**src/rtl/pkg_ram.sv**
```systemverilog
// Shared RAM access types and arbiter constants.
package pkg_ram;

  localparam int unsigned RAM_ADDRW    = 16;
  localparam int unsigned ARB_LOCK_MAX = 8;

  typedef enum logic [1:0] {
    RAM_NOP   = 2'd0,
    RAM_FETCH = 2'd1,
    RAM_STORE = 2'd2
  } op_t;

  typedef enum logic [1:0] {
    RAM_BYTE  = 2'd0,
    RAM_HALF  = 2'd1,
    RAM_WORD  = 2'd2,
    RAM_DWORD = 2'd3
  } size_t;

  typedef enum logic [1:0] {
    ARB_IDLE  = 2'd0,
    ARB_ISSUE = 2'd1,
    ARB_WAIT  = 2'd2,
    ARB_ACK   = 2'd3
  } arb_state_t;

endpackage

```
**src/rtl/rr_pick2.sv**
```systemverilog
// Combinational two-way picker: fixed port-0 priority or round-robin on a tie.
module rr_pick2 (
  input  logic [1:0] req,
  input  logic       last,
  input  logic       prio,
  output logic [1:0] win
);

  // On a tie the port not served last wins, unless port 0 has priority.
  always_comb begin
    win = req;
    if (req == 2'b11) begin
      win = (prio || last) ? 2'b01 : 2'b10;
    end
  end

endmodule

```
**src/rtl/ram_arbiter.sv**
```systemverilog
// Two-port arbiter for the single-ported RAM: serialises accesses, absorbs the
// read latency and returns read data alongside a one-cycle ack.
module ram_arbiter
  import pkg_ram::*;
#(
  parameter int unsigned ADDRW  = RAM_ADDRW,
  parameter int unsigned DATAW  = 64,
  parameter int unsigned RD_LAT = 1,
  parameter bit          PRIO0  = 1'b0
) (
  input  logic             clk,
  input  logic             rst_n,
  input  logic [1:0]       req,
  input  logic [1:0]       lock,
  input  op_t              op0,
  input  op_t              op1,
  input  size_t            size0,
  input  size_t            size1,
  input  logic [ADDRW-1:0] addr0,
  input  logic [ADDRW-1:0] addr1,
  input  logic [DATAW-1:0] wdata0,
  input  logic [DATAW-1:0] wdata1,
  output logic [1:0]       gnt,
  output logic [1:0]       ack,
  output logic [DATAW-1:0] rdata,
  output op_t              ram_op,
  output size_t            ram_size,
  output logic [ADDRW-1:0] ram_addr,
  output logic [DATAW-1:0] ram_wdata,
  input  logic [DATAW-1:0] ram_rdata,
  output logic             busy
);

  localparam logic [2:0] WaitLoad = 3'(RD_LAT - 1);
  localparam logic [3:0] LockLast = 4'(ARB_LOCK_MAX - 1);

  arb_state_t       state_q;
  logic [1:0]       gnt_q, ack_q;
  logic [2:0]       cnt_q;
  logic [3:0]       lock_cnt_q;
  logic             last_q, force_q;
  op_t              op_q;
  size_t            size_q;
  logic [ADDRW-1:0] addr_q;
  logic [DATAW-1:0] wdata_q;

  op_t              sel_op;
  size_t            sel_size;
  logic [ADDRW-1:0] sel_addr;
  logic [DATAW-1:0] sel_wdata;
  logic [1:0]       win;
  logic             gidx, pick_prio, other_req, lock_hold, lock_expire;

  assign gidx      = gnt_q[1];
  assign other_req = req[!gidx];
  assign lock_hold = lock[gidx] & req[gidx];
  // A lock is cut short only while the other port is actually waiting.
  assign lock_expire = other_req && (lock_cnt_q == LockLast);
  // After a forced release the starved port must win even under fixed priority.
  assign pick_prio = PRIO0 & ~force_q;

  rr_pick2 u_pick (
    .req  (req),
    .last (last_q),
    .prio (pick_prio),
    .win  (win)
  );

  always_comb begin
    sel_op    = gidx ? op1    : op0;
    sel_size  = gidx ? size1  : size0;
    sel_addr  = gidx ? addr1  : addr0;
    sel_wdata = gidx ? wdata1 : wdata0;
  end

  always_ff @(posedge clk or negedge rst_n) begin
    if (!rst_n) begin
      state_q    <= ARB_IDLE;
      gnt_q      <= '0;
      ack_q      <= '0;
      cnt_q      <= '0;
      lock_cnt_q <= '0;
      last_q     <= 1'b0;
      force_q    <= 1'b0;
      op_q       <= RAM_NOP;
      size_q     <= RAM_BYTE;
      addr_q     <= '0;
      wdata_q    <= '0;
    end else begin
      ack_q <= '0;
      case (state_q)
        ARB_IDLE: begin
          if (win != 2'b00) begin
            gnt_q      <= win;
            lock_cnt_q <= '0;
            force_q    <= 1'b0;
            state_q    <= ARB_ISSUE;
          end
        end
        ARB_ISSUE: begin
          op_q    <= sel_op;
          size_q  <= sel_size;
          addr_q  <= sel_addr;
          wdata_q <= sel_wdata;
          if (sel_op == RAM_FETCH) begin
            cnt_q   <= WaitLoad;
            state_q <= ARB_WAIT;
          end else begin
            ack_q   <= gnt_q;
            state_q <= ARB_ACK;
          end
        end
        ARB_WAIT: begin
          if (cnt_q == 3'd0) begin
            ack_q   <= gnt_q;
            state_q <= ARB_ACK;
          end else begin
            cnt_q <= cnt_q - 3'd1;
          end
        end
        ARB_ACK: begin
          last_q <= gidx;
          if (lock_hold && !lock_expire) begin
            lock_cnt_q <= other_req ? lock_cnt_q + 4'd1 : 4'd0;
            state_q    <= ARB_ISSUE;
          end else begin
            gnt_q   <= '0;
            force_q <= lock_hold;
            state_q <= ARB_IDLE;
          end
        end
        default: state_q <= ARB_IDLE;
      endcase
    end
  end

  // RAM bus follows the requester only during issue; otherwise it holds the
  // captured access so address and size stay stable while data returns.
  always_comb begin
    if (state_q == ARB_ISSUE) begin
      ram_op    = sel_op;
      ram_size  = sel_size;
      ram_addr  = sel_addr;
      ram_wdata = sel_wdata;
    end else begin
      ram_op    = RAM_NOP;
      ram_size  = size_q;
      ram_addr  = addr_q;
      ram_wdata = wdata_q;
    end
    rdata = ((state_q == ARB_ACK) && (op_q == RAM_FETCH)) ? ram_rdata : '0;
  end

  assign gnt  = gnt_q;
  assign ack  = ack_q;
  assign busy = (state_q != ARB_IDLE);

endmodule

```
**config.mk**
```make
export PLATFORM = sky130hd
export DESIGN_NAME = ram_arbiter
export DESIGN_NICKNAME = d
export VERILOG_FILES = /design/src/rtl/pkg_ram.sv /design/src/rtl/rr_pick2.sv /design/src/rtl/ram_arbiter.sv
export SDC_FILE = /design/constraint.sdc
export NUM_CORES = 1
export LEC_CHECK = 0
export CAP_MARGIN = 25
export CELL_PAD_IN_SITES_DETAIL_PLACEMENT = 2
export CELL_PAD_IN_SITES_GLOBAL_PLACEMENT = 2
export CORE_AREA = 8 8 146 148
export CTS_BUF_LIST = sky130_fd_sc_hd__clkbuf_8
export DETAILED_ROUTE_END_ITERATION = 8
export DIE_AREA = 0 0 154 156
export DONT_BUFFER_PORTS = 1
export MAX_ROUTING_LAYER = met4
export PLACE_DENSITY_LB_ADDON = 0.1
export SLEW_MARGIN = 20
export SYNTH_ARGS = -nofsm -noshare
export SYNTH_HDL_FRONTEND = slang
export SYNTH_SLANG_ARGS = --single-unit
```
**constraint.sdc**
```tcl
create_clock -name clk -period 3.6 [get_ports clk]
set_clock_uncertainty 0.15 [all_clocks]
set_input_delay 0.72 -clock clk [delete_from_list [all_inputs] [get_ports clk]]
set_output_delay 0.72 -clock clk [all_outputs]
set_load 0.03 [all_outputs]
```
* Word-level counts from Yosys, hierarchy flattened
Cells that the tools add are included.
** Word-level totals
- Logic and storage cells :: 78
- Bits in read-only memories :: 0
- Input port bits :: 238
- Memories :: 0
- Bits in latches :: 0
- Bits in writable memories :: 0
- Register bits :: 98
- Output and inout bits :: 153
** Cells by class
- Equality and inequality tests :: 13
- Shifts and indexed selects :: 0
- Reductions and logical operators :: 15
- Divide/modulo/power cells :: 0
- Mux-type cells :: 35
- $mul :: 0
- Order comparisons :: 2
- Add/sub/neg operators :: 2
- Bitwise logic cells :: 1
** Operators with widths (number)
- $mux W64 :: 3
- $mux W16 :: 2
- $mux W2 :: 12
- $mux W4 :: 3
- $ne A2 B2 Y1 const B :: 6
- $reduce_and A3 Y1 :: 3
- $mux W1 :: 8
- $pmux W2 S2 :: 2
- $pmux W2 S4 :: 1
- $pmux W4 S2 :: 1
- $reduce_bool A2 Y1 :: 4
- $eq A2 B1 Y1 const B :: 3
- $eq A2 B2 Y1 const B :: 3
- $mux W3 :: 2
- $pmux W3 S2 :: 1
- $add A4 B1 Y4 const B :: 1
- $eq A4 B3 Y1 const B :: 1
- $lt A1 B2 Y1 const B :: 2
- $logic_and A1 B1 Y1 :: 3
- $logic_not A3 Y1 :: 1
- $sub A3 B1 Y3 const B :: 1
- $logic_not A1 Y1 :: 2
- $logic_not A2 Y1 :: 1
- $reduce_and A2 Y1 :: 1
- $and A1 B1 Y1 :: 1

* Logic depth before layout (Yosys ltp)
- Word-level depth :: 8
- Mapped depth :: 7
- Gate-level depth less buffers :: 7

* Modules after synthesis
From an unflattened synthesis, not the netlist that was laid out.
** Second synthesis, totals
- Cell total of the unflattened synthesis :: 539
- Area, all modules :: 5211.2 um^2
** Modules (own cells, without submodules)
- ram_arbiter :: cells an instance 535, times used 1, area an instance 5188.7 um^2, sequential area each 2452.4 um^2
- rr_pick2 :: cells an instance 4, times used 1, area an instance 22.5 um^2, sequential area each 0.0 um^2

* Least setup slack after synthesis
OpenSTA, ideal clock, no wires.
- Kind :: register to output
- From :: register state_q[1]
- To :: output port ram_addr[0]
- Path buffers :: 3
- Arrival time :: 1907 ps
- Cell stages (with the launch flop) :: 8
- Required time :: 2730 ps
- Setup slack :: 823 ps
- Cell sequence :: dfrtp_1 -> inv_1 -> ha_1 -> buf_2 -> clkbuf_1 -> clkbuf_1 -> nor2_1 -> a21oi_1
** On the way
- Longest elaborated chain between the ends :: 2
** Ends and longest elaborated chain
- from (decl) :: RTL line ram_arbiter.sv:37 : arb_state_t state_q;
- from (signal assigned) :: RTL line ram_arbiter.sv:78 : state_q <= ARB_IDLE;
- from (signal assigned) :: RTL line ram_arbiter.sv:97 : state_q <= ARB_ISSUE;
- from (signal assigned) :: RTL line ram_arbiter.sv:107 : state_q <= ARB_WAIT;
- $eq A2 B1 Y1 :: RTL line ram_arbiter.sv:140 : if (state_q == ARB_ISSUE) begin
- $mux W16
- to (decl) :: RTL line ram_arbiter.sv:28 : output logic [ADDRW-1:0] ram_addr,
No other way between the ends.

* Final worst setup path
- From :: register state_q[0]
- To :: output port rdata[6]
** On the way
- Longest elaborated chain between the ends :: 3
** Ends and longest elaborated chain
- $eq A2 B2 Y1 :: RTL line ram_arbiter.sv:151 : rdata = ((state_q == ARB_ACK) && (op_q == RAM_FETCH)) ? ram_rdata : '0;
- $logic_and A1 B1 Y1 :: RTL line ram_arbiter.sv:151
- $mux W64 :: RTL line ram_arbiter.sv:151
- to (decl) :: RTL line ram_arbiter.sv:25 : output logic [DATAW-1:0] rdata,
No other way between the ends.

==> flow_summary_export.csv <==
group,metric,value,unit
placement,port_buffers,0,
pwr,power_leakage,0.00253,µW
worst_setup_path,worstPathRequired,2.73,ns
run_status,outcome,"finished clean",
floorplanning,die-height,156,µm
yosys,yosys_warnings,0,
yosys,syn_area,0.00515,mm²
min_path,min_path_type,"in -> async",
pwr,power.total,7020,µW
yosys,synth_top_area_cell,"dfrtp_1",
worst_setup_path,critPathCaptureType,"primary output",
global_route,grt_pass1_wl,28900,µm
floorplanning,die_x,154,µm
yosys,synth.top_cell.area_share,0.476,
clock_network,clkTransAtPathRegs,0.10,ns
yosys,syn_nets,768,
detailed_routing,drc,0,
cells_and_area,nFillCells,2089,
job,cap_violations,0,
clock_network,insertion_delay,0.37,ns
cells_and_area,fin_nets,798,
global_route,grt_pass1_vias,4671,
clock_network,cts_buffers,9,
cells_and_area,drive_gt1_frac,0.146,
timing,period_share,0.940,
worst_setup_path,timing.rr.start,"state_q[1]",
cells_and_area,n_antenna_cell,0,
yosys,synth_edf_count,0,
timing,hold_violations,0,
global_route,grt_start_max_net_pins,99,
pwr,ir_drop,0.469,mV
timing,period_minus_slack,3.39,ns
floorplanning,start_util,0.270,
yosys,dominantRegCellSynth,"dfrtp_1",
worst_setup_path,r2r_cells,5,
placement,hpwl,15900,µm
clock_network,cts_tree,"done",
clock_network,clock_path_buffers,2,
timing,worst_pin_slew,0.872,ns
detailed_routing,vias_per_cell,5.06,
timing,setup_tns,0,ns
worst_setup_path,r2r_end,"wdata_q[13]",
timing,rsz0062_at_grt,"no",
floorplanning,num_io_pins,391,
cells_and_area,mostFrequentLayoutCells,"dfrtp_1 (97), mux2i_1 (88), nor2_1 (85)",
timing,maxSlewViolCount,0,
floorplanning,core-area,0.0191,mm²
detailed_routing,drtAntennaViolNets,0,
detailed_routing,wl,19700,µm
cells_and_area,layout_commonest_cell,"dfrtp_1",
worst_setup_path,r2r_setup_slack,1.22,ns
timing,setup_viol,0,
timing,max_slew_margin,0.418,
global_route,grt_antenna_before_repair,0,
yosys,yosysSeqAreaShare,0.476,
pwr,p_per_area,1180,mW/mm²
yosys,synth-seq-cells,98,
detailed_routing,dr_total_vias,4015,
placement,gp_congestion,0.874,
clock_network,clkSinkCount,98,
detailed_routing,firstDrtPassIters,4,
detailed_routing,drt_iter0_drc,180,
detailed_routing,routedWlPerCell,24.8,µm
global_route,grt_usage,0.160,
clock_network,cts_resized,0,
worst_setup_path,path_class,"reg -> out",
clock_network,clock-root-buffer,"clkbuf_8",
worst_setup_path,critPathArrivalTime,2.52,ns
yosys,ys_types,38,
yosys,yosys-top-cells-area,"dfrtp_1 (48%), mux2i_1 (17%), a21oi_1 (8.2%)",
floorplanning,dieArea,0.0240,mm²
clock_network,htree_num_levels,3,
yosys,postSynth.asyncResetShare,1.00,
yosys,synth.avg_cell_area,9.86,µm²
cells_and_area,area_growth,15.9,%
global_route,grt_overflow,0,
worst_setup_path,cp_max_fo,64,
worst_setup_path,start_kind,"flip-flop",
timing,clock.fmax,0.295,GHz
floorplanning,rows,51,
clock_network,cts_hold_buf,1,
clock_network,post-cts-setup-buffers,0,
yosys,syn_inst,522,
## worst max-delay path, cell delays in order, from the launching register on
cell and delay (ns):
dfrtp_1 0.47, ha_1 0.42, inv_1 0.19, nor3b_4 0.23
buf_4 0.38, and2_1 0.43
## cell usage after synthesis, types with 2 or more instances
library cell / instances
buf_2: 8
nand2_1: 9
and2_1: 64
and3_1: 4
mux2_4: 2
o21ai_0: 2
inv_1: 8
o21ai_1: 2
mux2i_1: 88
nor2_1: 85
o22a_1: 3
ha_1: 8
a21oi_1: 84
buf_4: 4
clkbuf_1: 24
dfrtp_1: 98
nand2b_1: 3
nand3_1: 6
## cell type report
cell class,instances,area [µm²],share of cell area
multi-input cells,379,2510,0.421
flip-flops and latches,98,2460,0.412
clock inverters,4,51.3,0.00860
clock buffers,11,151,0.0254
repair buffers,56,465,0.0780
inverters,8,30.0,0.00503
well taps,238,298,0.0499
## logic make-up after synthesis
| family | count (synthesis) | share of synthesized area |
|---|---|---|
| flops | 98 | 0.476 |
| buf+inv | 45 | 0.0391 |
| simple gates | 179 | 0.176 |
| fa+ha+maj | 8 | 0.0194 |
| mux | 91 | 0.179 |
| compound gates | 101 | 0.110 |
## routing by layer
layer  GRT usage  routed length (µm)
met5           -                   0
met4      0.0406                 248
met3      0.0662                1900
met2       0.302               11000
met1       0.148                6610
## worst max path at each step
stage	startpoint	to	cells after the start
after global placement	state_q[0]	rdata[4]	5
after detailed placement	state_q[0]	rdata[4]	5
final	state_q[0]	rdata[6]	5
after floorplan	state_q[1]	ram_addr[0]	7
after global routing	state_q[0]	rdata[6]	5
after CTS	state_q[0]	rdata[4]	5
## metrics by stage
| step | setup slack [ns] | util | hold WS [ns] | cell area, µm² | std cells |
|---|---|---|---|---|---|
| after floorplan | 0.823 | - | 0.274 | 5150 | 522 |
| after global placement | 0.705 | 0.300 | 0.277 | 5730 | 777 |
| after detailed placement | 0.601 | 0.301 | 0.277 | 5740 | 778 |
| after CTS | 0.162 | 0.313 | 0.113 | 5970 | 794 |
| after global routing | 0.00633 | 0.313 | 0.132 | 5970 | 794 |
| final | 0.214 | 0.313 | 0.118 | 5970 | 794 |
## flip-flops by register name, indices dropped and copies added, names as in the netlist, 2 cells and up
signal and count:
ack 2, addr_q 16, cnt_q 3, gnt 2, lock_cnt_q 4, op_q 2
size_q 2, state_q 2, wdata_q 64
## where the power goes
part	total, µW	internal, µW	switching (µW)
Sequential	1810	1620	196
Clock	758	356	401
Combinational	4450	1220	3230
Power figures use the tool's default switching activity.
